<file path="src/rtl/serial_msg_pkg.sv">
// Shared types, character constants and round-robin helpers for the serial
// message arbiter.
//   state_t        : arbiter FSM states
//   CHAR_*         : control characters used on the byte stream
//   rr_pick()      : one-hot round-robin grant, first request after `last`
//   onehot_to_idx(): index of the set bit in a one-hot vector
package serial_msg_pkg;

   localparam int unsigned MAX_REQ = 4;
   localparam int unsigned MAX_IDX_W = 2;

   localparam logic [7:0] CHAR_CR  = 8'h0D;
   localparam logic [7:0] CHAR_LF  = 8'h0A;
   localparam logic [7:0] CHAR_NUL = 8'h00;

   typedef enum logic [2:0] {
      ST_IDLE,
      ST_LOAD,
      ST_CHECK,
      ST_SEND,
      ST_WAIT_BUSY,
      ST_WAIT_IDLE,
      ST_CRLF,
      ST_FINISH
   } state_t;

   // Scan (last+1) .. (last+n) modulo n and grant the first active request.
   function automatic logic [MAX_REQ-1:0] rr_pick(input logic [MAX_REQ-1:0]   req,
                                                  input logic [MAX_IDX_W-1:0] last,
                                                  input int unsigned          n);
      logic [MAX_REQ-1:0] g;
      int unsigned idx;
      g = '0;
      for (int unsigned k = 1; k <= n; k++) begin
         idx = (32'(last) + k) % n;
         if (g == '0 && req[idx[MAX_IDX_W-1:0]]) begin
            g[idx[MAX_IDX_W-1:0]] = 1'b1;
         end
      end
      return g;
   endfunction

   function automatic logic [MAX_IDX_W-1:0] onehot_to_idx(input logic [MAX_REQ-1:0] oh);
      logic [MAX_IDX_W-1:0] idx;
      idx = '0;
      for (int i = 0; i < int'(MAX_REQ); i++) begin
         if (oh[i]) begin
            idx = MAX_IDX_W'(i);
         end
      end
      return idx;
   endfunction

endpackage

</file>
<file path="src/rtl/serial_msg_arbiter_rr_arbiter.sv">
// Round-robin arbiter: combinational pick plus a registered pointer to the
// last requester served.
//   clk, reset : clock, synchronous active-high reset
//   req        : request vector
//   update     : load the pointer from grant_upd (one cycle)
//   grant_upd  : one-hot grant that just completed
//   pick_c     : one-hot choice for the next grant (combinational)
module rr_arbiter
   import serial_msg_pkg::*;
#(
   parameter int unsigned NUM_REQ = 2
) (
   input  logic               clk,
   input  logic               reset,
   input  logic [NUM_REQ-1:0] req,
   input  logic               update,
   input  logic [NUM_REQ-1:0] grant_upd,
   output logic [NUM_REQ-1:0] pick_c
);

   logic [MAX_IDX_W-1:0] last_idx;

   // Pointer starts at the top requester so requester 0 wins first.
   always_ff @(posedge clk) begin
      if (reset) begin
         last_idx <= MAX_IDX_W'(NUM_REQ - 1);
      end else if (update) begin
         last_idx <= onehot_to_idx(MAX_REQ'(grant_upd));
      end
   end

   assign pick_c = NUM_REQ'(rr_pick(MAX_REQ'(req), last_idx, NUM_REQ));

endmodule

</file>
<file path="src/rtl/serial_msg_arbiter.sv">
// Shares one UART byte transmitter among NUM_REQ message sources. Grants one
// requester round-robin, latches its CHARS-byte string, streams the non-NUL
// bytes (optionally followed by CR LF) and pulses that requester's done.
//   clk, reset : clock, synchronous active-high reset
//   req        : per-requester level request, held until done
//   msg_flat   : requester i string at [i*8*CHARS +: 8*CHARS], first char MS byte
//   done       : one-cycle completion pulse to the finished requester
//   grant      : one-hot current owner, 0 when idle
//   tx_send    : one-cycle strobe, tx_data valid
//   tx_data    : byte to transmit
//   tx_busy    : transmitter busy
module serial_msg_arbiter
   import serial_msg_pkg::*;
#(
   parameter int unsigned NUM_REQ     = 2,
   parameter int unsigned CHARS       = 16,
   parameter bit          APPEND_CRLF = 1'b1
) (
   input  logic                       clk,
   input  logic                       reset,
   input  logic [NUM_REQ-1:0]         req,
   input  logic [NUM_REQ*8*CHARS-1:0] msg_flat,
   output logic [NUM_REQ-1:0]         done,
   output logic [NUM_REQ-1:0]         grant,
   output logic                       tx_send,
   output logic [7:0]                 tx_data,
   input  logic                       tx_busy
);

   localparam int unsigned MSG_W = 8 * CHARS;
   localparam int unsigned CNT_W = $clog2(CHARS + 1);
   localparam int unsigned IDX_W = $clog2(NUM_REQ);

   state_t                 state;
   logic [MSG_W-1:0]       shreg;
   logic [CNT_W-1:0]       cnt;
   logic [IDX_W-1:0]       gidx;
   logic                   in_crlf;
   logic                   crlf_idx;
   logic                   holdoff;

   logic [NUM_REQ-1:0]     pick_c;
   logic                   arb_update_c;
   logic [7:0]             top_byte_c;
   logic [7:0]             cur_byte_c;
   logic                   cnt_last_c;
   logic [MSG_W-1:0]       msgs_c [NUM_REQ];

   for (genvar i = 0; i < int'(NUM_REQ); i++) begin : g_slice
      assign msgs_c[i] = msg_flat[i*MSG_W +: MSG_W];
   end

   rr_arbiter #(.NUM_REQ(NUM_REQ)) u_rr_arbiter (
      .clk       (clk),
      .reset     (reset),
      .req       (req),
      .update    (arb_update_c),
      .grant_upd (grant),
      .pick_c    (pick_c)
   );

   assign arb_update_c = (state == ST_FINISH);
   assign top_byte_c   = shreg[MSG_W-1 -: 8];
   assign cur_byte_c   = in_crlf ? (crlf_idx ? CHAR_LF : CHAR_CR) : top_byte_c;
   // Next shift consumes the final character slot.
   assign cnt_last_c   = (cnt == CNT_W'(CHARS - 1));

   // Message sequencer; all outputs are registered here.
   always_ff @(posedge clk) begin
      if (reset) begin
         state    <= ST_IDLE;
         grant    <= '0;
         done     <= '0;
         tx_send  <= 1'b0;
         tx_data  <= '0;
         shreg    <= '0;
         cnt      <= '0;
         gidx     <= '0;
         in_crlf  <= 1'b0;
         crlf_idx <= 1'b0;
         holdoff  <= 1'b0;
      end else begin
         done    <= '0;
         tx_send <= 1'b0;
         case (state)
            ST_IDLE: begin
               // One dead cycle after done keeps a requester that has not yet
               // dropped req from being re-granted immediately.
               if (holdoff) begin
                  holdoff <= 1'b0;
               end else if (|req) begin
                  grant <= pick_c;
                  gidx  <= IDX_W'(onehot_to_idx(MAX_REQ'(pick_c)));
                  state <= ST_LOAD;
               end
            end
            ST_LOAD: begin
               shreg    <= msgs_c[gidx];
               cnt      <= '0;
               in_crlf  <= 1'b0;
               crlf_idx <= 1'b0;
               state    <= ST_CHECK;
            end
            ST_CHECK: begin
               if (top_byte_c == CHAR_NUL) begin
                  shreg <= {shreg[MSG_W-9:0], 8'h00};
                  cnt   <= cnt + CNT_W'(1);
                  if (cnt_last_c) begin
                     if (APPEND_CRLF) state <= ST_CRLF;
                     else             state <= ST_FINISH;
                  end
               end else begin
                  state <= ST_SEND;
               end
            end
            ST_SEND: begin
               if (!tx_busy) begin
                  tx_send <= 1'b1;
                  tx_data <= cur_byte_c;
                  state   <= ST_WAIT_BUSY;
               end
            end
            ST_WAIT_BUSY: begin
               if (tx_busy) state <= ST_WAIT_IDLE;
            end
            ST_WAIT_IDLE: begin
               if (!tx_busy) begin
                  if (in_crlf) begin
                     if (crlf_idx) begin
                        state <= ST_FINISH;
                     end else begin
                        crlf_idx <= 1'b1;
                        state    <= ST_CRLF;
                     end
                  end else begin
                     shreg <= {shreg[MSG_W-9:0], 8'h00};
                     cnt   <= cnt + CNT_W'(1);
                     if (cnt_last_c) begin
                        if (APPEND_CRLF) state <= ST_CRLF;
                        else             state <= ST_FINISH;
                     end else begin
                        state <= ST_CHECK;
                     end
                  end
               end
            end
            ST_CRLF: begin
               in_crlf <= 1'b1;
               state   <= ST_SEND;
            end
            ST_FINISH: begin
               done    <= grant;
               grant   <= '0;
               holdoff <= 1'b1;
               state   <= ST_IDLE;
            end
            default: state <= ST_IDLE;
         endcase
      end
   end

endmodule

</file>
<file path="config.mk">
export PLATFORM = sky130hd
export DESIGN_NAME = serial_msg_arbiter
export DESIGN_NICKNAME = d
export VERILOG_FILES = /design/src/rtl/serial_msg_pkg.sv /design/src/rtl/serial_msg_arbiter_rr_arbiter.sv /design/src/rtl/serial_msg_arbiter.sv
export SDC_FILE = /design/constraint.sdc
export NUM_CORES = 1
export LEC_CHECK = 0
export BUFFER_PORTS_ARGS = -buffer_cell sky130_fd_sc_hd__buf_2
export CAP_MARGIN = 20
export CORE_MARGIN = 2
export CORE_UTILIZATION = 40
export CTS_CLUSTER_SIZE = 12
export DETAILED_ROUTE_END_ITERATION = 7
export GPL_TIMING_DRIVEN = 0
export PLACE_DENSITY_LB_ADDON = 0.08
export SLEW_MARGIN = 40
export SYNTH_ARGS = -nofsm -noshare
export SYNTH_HDL_FRONTEND = slang
export SYNTH_SLANG_ARGS = --single-unit
</file>
<file path="constraint.sdc">
create_clock -name clk -period 3 [get_ports clk]
set_input_delay 0.15 -clock clk [delete_from_list [all_inputs] [get_ports clk]]
set_output_delay 0.15 -clock clk [all_outputs]
set_load 0.1 [all_outputs]
</file>
* After elaboration in Yosys (flattened, before gate mapping)
Cells that the tools add are included.
** Operators by class
- Bitwise logic cells :: 6
- Mux-type cells :: 45
- $add $sub $neg :: 3
- Eq/ne operators :: 17
- Reductions and logical operators :: 19
- Order comparisons :: 5
** Operators by type and width (count)
- two-way mux 128 bit :: 6
- case mux 128 bit (3 select lines) :: 1
- two-way mux 3 bit :: 10
- case mux 3 bit (8 select lines) :: 1
- inequality test 2 bit, second input constant :: 8
- two-way mux 5 bit :: 3
- case mux 5 bit (3 select lines) :: 1
- equality test 3 bit, second input constant :: 4
- two-way mux 1 bit :: 12
- AND reduction 3 bit :: 3
- zero test 8 bit :: 1
- two-way mux 2 bit :: 4
- two-way mux 8 bit :: 1
- equality test 3 x 2 -> 1 bit, second input constant :: 2
- less-than comparator 1 x 3 -> 1 bit, second input constant :: 2
- case mux 1 bit (2 select lines) :: 3
- AND reduction 6 bit :: 1
- nonzero test 2 bit :: 3
- OR reduction 2 bit :: 3
- adder 5 x 1 -> 5 bit, second input constant :: 1
- equality test 5 x 4 -> 1 bit, second input constant :: 1
- zero test 4 bit :: 1
- inverter 1 bit :: 4
- case mux 2 bit (2 select lines) :: 1
- 13 further kinds :: 18
** Word-level totals
- Flip-flop bits (word level) :: 154
- Bits of input ports :: 261
- Word-level logic and storage cells :: 107
- Output and inout bits :: 13

* Depth between registers and ports, before layout
- Depth in word-level cells :: 12
- Gate-level depth with buffers :: 10
- Depth with buffers taken out :: 7

* Modules after synthesis
From an unflattened synthesis, not the netlist that was laid out.
** Second synthesis, totals
- Cell total of the unflattened synthesis :: 1031
- Area total of the unflattened synthesis :: 8947.3 um^2
** Modules (own cells, without submodules)
- serial_msg_arbiter :: cells an instance 1024, seq. area each 3062.9 um^2, times used 1, area each 8888.5 um^2
- rr_arbiter :: cells an instance 7, seq. area each 20.0 um^2, times used 1, area each 58.8 um^2

* Least setup slack after synthesis
OpenSTA, ideal clock, no wires.
- Kind :: flip-flop to flip-flop
- From :: register state[1]
- To :: register shreg[118]
- Setup time :: 132 ps
- Cell stages (with the launch flop) :: 10
- Slack :: 938 ps
- Buffers on the path :: 3
- Period minus slack after synthesis :: 2062 ps
- Required time :: 2868 ps
- Data arrival time :: 1930 ps
- Cells stage by stage :: dfxtp_1 -> inv_1 -> ha_1 -> clkbuf_1 -> mux2i_1 -> clkbuf_1 -> buf_1 -> nand2_1 -> nand4b_1 -> a21oi_1
** On the way
- Word-level cells in the longest chain between the ends :: 3
- Elaborated cells on any way between the ends :: 9
- Classes of those cells :: eq/ne: 6; mux: 1; reduce/logical: 2
** RTL lines
- from (decl) :: RTL line serial_msg_arbiter.sv:34 : state_t state;
- from (signal assigned) :: RTL line serial_msg_arbiter.sv:71 : state <= ST_IDLE;
- from (signal assigned) :: RTL line serial_msg_arbiter.sv:94 : state <= ST_LOAD;
- from (signal assigned) :: RTL line serial_msg_arbiter.sv:102 : state <= ST_CHECK;
- equality test 3 x 2 -> 1 bit, or another cell as far along :: RTL line serial_msg_arbiter.sv:85 : case (state)
- inequality test 2 bit (no source line) / nonzero test 3 bit (equally long branches)
- AND reduction 4 bit (no source line)
- to (signal assigned) :: RTL line serial_msg_arbiter.sv:98 : shreg <= msgs_c[gidx];
- to (signal assigned) :: RTL line serial_msg_arbiter.sv:106 : shreg <= {shreg[MSG_W-9:0], 8'h00};
- to (signal assigned) :: RTL line serial_msg_arbiter.sv:136 : shreg <= {shreg[MSG_W-9:0], 8'h00};
- to (decl) :: RTL line serial_msg_arbiter.sv:35 : logic [MSG_W-1:0] shreg;
Several ways; a longest one is shown, not always the timed one.
A chain may end at the register's enable or synchronous reset.

* Worst setup path in the final report
- From :: register state[1]
- To :: register shreg[14]
Same word-level chain as after synthesis.

==> impl_metrics.tcl <==
set metrics [dict create \
    min_period_ns 2.79 \
    grt_pass1_wl_microns 44800 \
    synth_edf_count 0 \
    coreArea_sq_um 21800 \
    rsz0062_at_grt "false" \
    async_reset_ff_share_pct 0 \
    synth.top_cell.area_share_pct 35.0 \
    power.density_nw_per_um2 947 \
    synth_compound_gate_area_share_pct 18.0 \
    numPortBuffers 273 \
    h-tree-depth 4 \
    antenna_found_initial 0 \
    min-delay-start "msg_flat[1]" \
    cpPeakStageDelay_ns 0.44 \
    path_max_fanout 10 \
    track_usage_pct 23.6 \
    finalCritPeriodShare_pct 92.9 \
    nNetsFinal 1693 \
    final_antenna_net_count 0 \
    setup_violations 0 \
    multiInputGateArea_sq_um 5230 \
    post_cts_buffers 0 \
    ys_ff_latch 154 \
    fmax_mhz 359 \
    ioPinCount 274 \
    path_depth 9 \
    area.sequential_sq_um 3080 \
    peakVddDrop_mv 0.464 \
    yosys_warnings 0 \
    hold_viol_final 0 \
    reg2reg_depth 9 \
    leakage_uw 0.00468 \
    netlist_area_sq_um 8810 \
    grt_pass1_vias 8716 \
    worst_slew_pin_slew_ns 0.831 \
    cts_made_buffers 17 \
    fp.dieArea_sq_um 23200 \
    cts_sinks 154 \
    slew_headroom_pct 44.6 \
    grt_max_degree 17 \
    maxCapViolCount 0 \
    insertion_delay_ns 0.43 \
    synth_seq_area_share_pct 35.0 \
    syn-num-nets 1394 \
    ys.flop_type "dfxtp_1" \
    setup_slack_ns 0.212 \
    viasPerCell 5.38 \
    gp_congestion 0.814 \
    synth_area_leaders "dfxtp_1 (35%), mux2i_1 (15%), nand4b_1 (12%), a21oi_1 (7.7%), o21ai_0 (7.2%)" \
    drt-total-wl_microns 28300 \
    post_drt_wl_per_cell_microns 16.5 \
    start_util_pct 40.5 \
    start_kind "register" \
    synth_most_common_cell "dfxtp_1" \
    worstHoldEndpoint "shreg[1]$_SDFFE_PP0P_" \
    synth_largest_area_cell "dfxtp_1" \
    rr_endpoint "shreg[14]$_SDFFE_PP0P_" \
    synth_cell_type_count 40 \
    min_path_type "input port to register" \
    finalMaxSlewViolations 0 \
    path_class "register to register" \
    cts.path.max_buffers 2 \
    grt-ovfl-total 0 \
    antenna_cells 0 \
    num_rows 54 \
    hold-worst-slack_ns 0.00812 \
    hpwl_microns 20900 \
    cp.arrival_ns 3.15 \
    place_ws_ns -0.157 \
    final_util_pct 51.7 \
    rrSetupSlack_ns 0.21 \
    synth-adder-area-share_pct 0.852 \
    vias 9238 \
    status "completed" \
    synth_top_family_by_area "simple AND/OR/NAND/NOR gates" \
    drcViolationCount 0 \
    avgSynthCellArea_sq_um 7.82 \
    timing.critical_path.buf_inv 4 \
    worstPathCellList "inv_1 > ha_1 > clkbuf_1 > nor2_1 > o21ai_1 > buf_2 > buf_1 > nand4b_1 > a21oi_1" \
    synthMuxAreaShare_pct 15.0 \
    cts_root_buf "clkbuf_16" \
    stdcell_count 1718 \
    cts_tree "built" \
    slowest_stage "o21ai_1" \
    die_y_microns 152 \
    whs_path_depth 3 \
    skew_ns 0.0114 \
    synthTopCellsByCount "dfxtp_1 (154), a21oi_1 (135), mux2i_1 (132)" \
    synth_xor_area_share_pct 0 \
    drive_above_1_share_pct 22.4 \
    synthSimpleGateAreaFrac_pct 25.4 \
    dr.pass1.iters 5 \
    syn_inst 1127 \
    crit_required_ns 3.36 \
    timing.rr.start "state[1]$_SDFFE_PP0P_" \
    dr.first_iter.drc_count 542 \
    syn_to_final_growth_pct 27.6 \
    die_w_microns 152 \
    cp-end-kind "register" \
    crit_family "buffers and inverters" \
    clk_pin_slew_ns 0.07 \
    place_inst 1680 \
    n_fill_cell 2222 \
]
[sequential cells by signal, indices dropped and copies added, names as in the netlist]
signal and flops:
grant 2, in_crlf 1, tx_send 1, tx_data 8, crlf_idx 1, state 3, cnt 5, holdoff 1
shreg 128, gidx 1, u_rr_arbiter.last_idx 1, done 2
[cell type report]
| type | instances | share of cell area, % |
|---|---|---|
| plain buffers | 120 | 4.28 |
| clock buffers | 21 | 4.18 |
| clock inverters | 10 | 1.47 |
| inverters | 9 | 0.300 |
| multi-input cells | 844 | 46.5 |
| flip-flops and latches | 154 | 27.4 |
| well taps | 280 | 3.11 |
| repair buffers | 280 | 12.8 |
[through the flow]
stage / total power (uW) / setup TNS, ns / instance area (sq um)
6_report: 10700 / 0 / 11300
5_1_grt: 11400 / 0 / 11300
4_1_cts: 10600 / 0 / 11200
3_5_place_dp: 8270 / -2.74 / 10500
3_3_place_gp: 8230 / -21.46 / 10500
2_1_floorplan: 6760 / 0 / 8810
[routing by layer]
layer  routed length, microns  global-route usage [%]
met1                    13500                    33.9
met2                    12900                    37.3
met4                      350                    6.39
met3                     1520                    3.36
met5                        0                       0
[kinds of logic (layout without fill, tap and decap cells)]
kind of cell / Yosys count / in the layout
buffers and inverters: 129 / 440
adder cells (fa/ha/maj): 6 / 6
AO/OA/AOI/OAI: 296 / 296
flip-flops: 154 / 154
AND/OR/NAND/NOR: 410 / 410
multiplexers: 132 / 132
[placed cells by master, fill, tap and decap left out, types with 7 or more instances in the layout]
cell type,n
clkbuf_1,90
a211oi_1,8
mux2i_1,131
o2bb2ai_1,8
nand3_1,7
nand2_1,130
buf_2,285
dlygate4sd3_1,7
o21ai_0,127
buf_1,16
clkbuf_16,17
inv_1,9
dfxtp_1,154
a21oi_1,135
nand4b_1,121
nor2_1,128
[worst reg2reg max path: cells and delay by family, from the launching register on]
| family | cells | cell delay (ns) |
|---|---|---|
| buffers and inverters | 4 | 1.26 |
| AOI/OAI and AO/OA | 2 | 0.61 |
| and+or+nand+nor | 2 | 0.36 |
| DFF | 1 | 0.35 |
| adders and majority gates | 1 | 0.16 |
[how the worst max path moves through the flow]
stage / startpoint / end / slack, ns
3_3_place_gp: state[1]$_SDFFE_PP0P_ / shreg[48]$_SDFFE_PP0P_ / -0.39
2_1_floorplan: state[1]$_SDFFE_PP0P_ / shreg[118]$_SDFFE_PP0P_ / 0.94
5_1_grt: state[1]$_SDFFE_PP0P_ / shreg[116]$_SDFFE_PP0P_ / 0.05
4_1_cts: state[1]$_SDFFE_PP0P_ / shreg[45]$_SDFFE_PP0P_ / 0.06
6_report: state[1]$_SDFFE_PP0P_ / shreg[14]$_SDFFE_PP0P_ / 0.21
3_5_place_dp: state[1]$_SDFFE_PP0P_ / shreg[45]$_SDFFE_PP0P_ / -0.16
[power by group]
group,leakage [uW],total [uW],internal [uW],switching [uW]
logic,0.00312,4900,1800,3090
registers,0.00126,3410,2930,485
clock network,0.000302,2340,1460,885
[repair_timing]
| item | in CTS | in global routing |
|---|---|---|
| hold endpoints to repair | 4 | 0 |
| setup endpoints to repair | 69 | 49 |
| gates resized for setup | 1 | 1 |
| hold buffers | 7 | 0 |
Note: power is estimated with default switching activity, not from simulation.
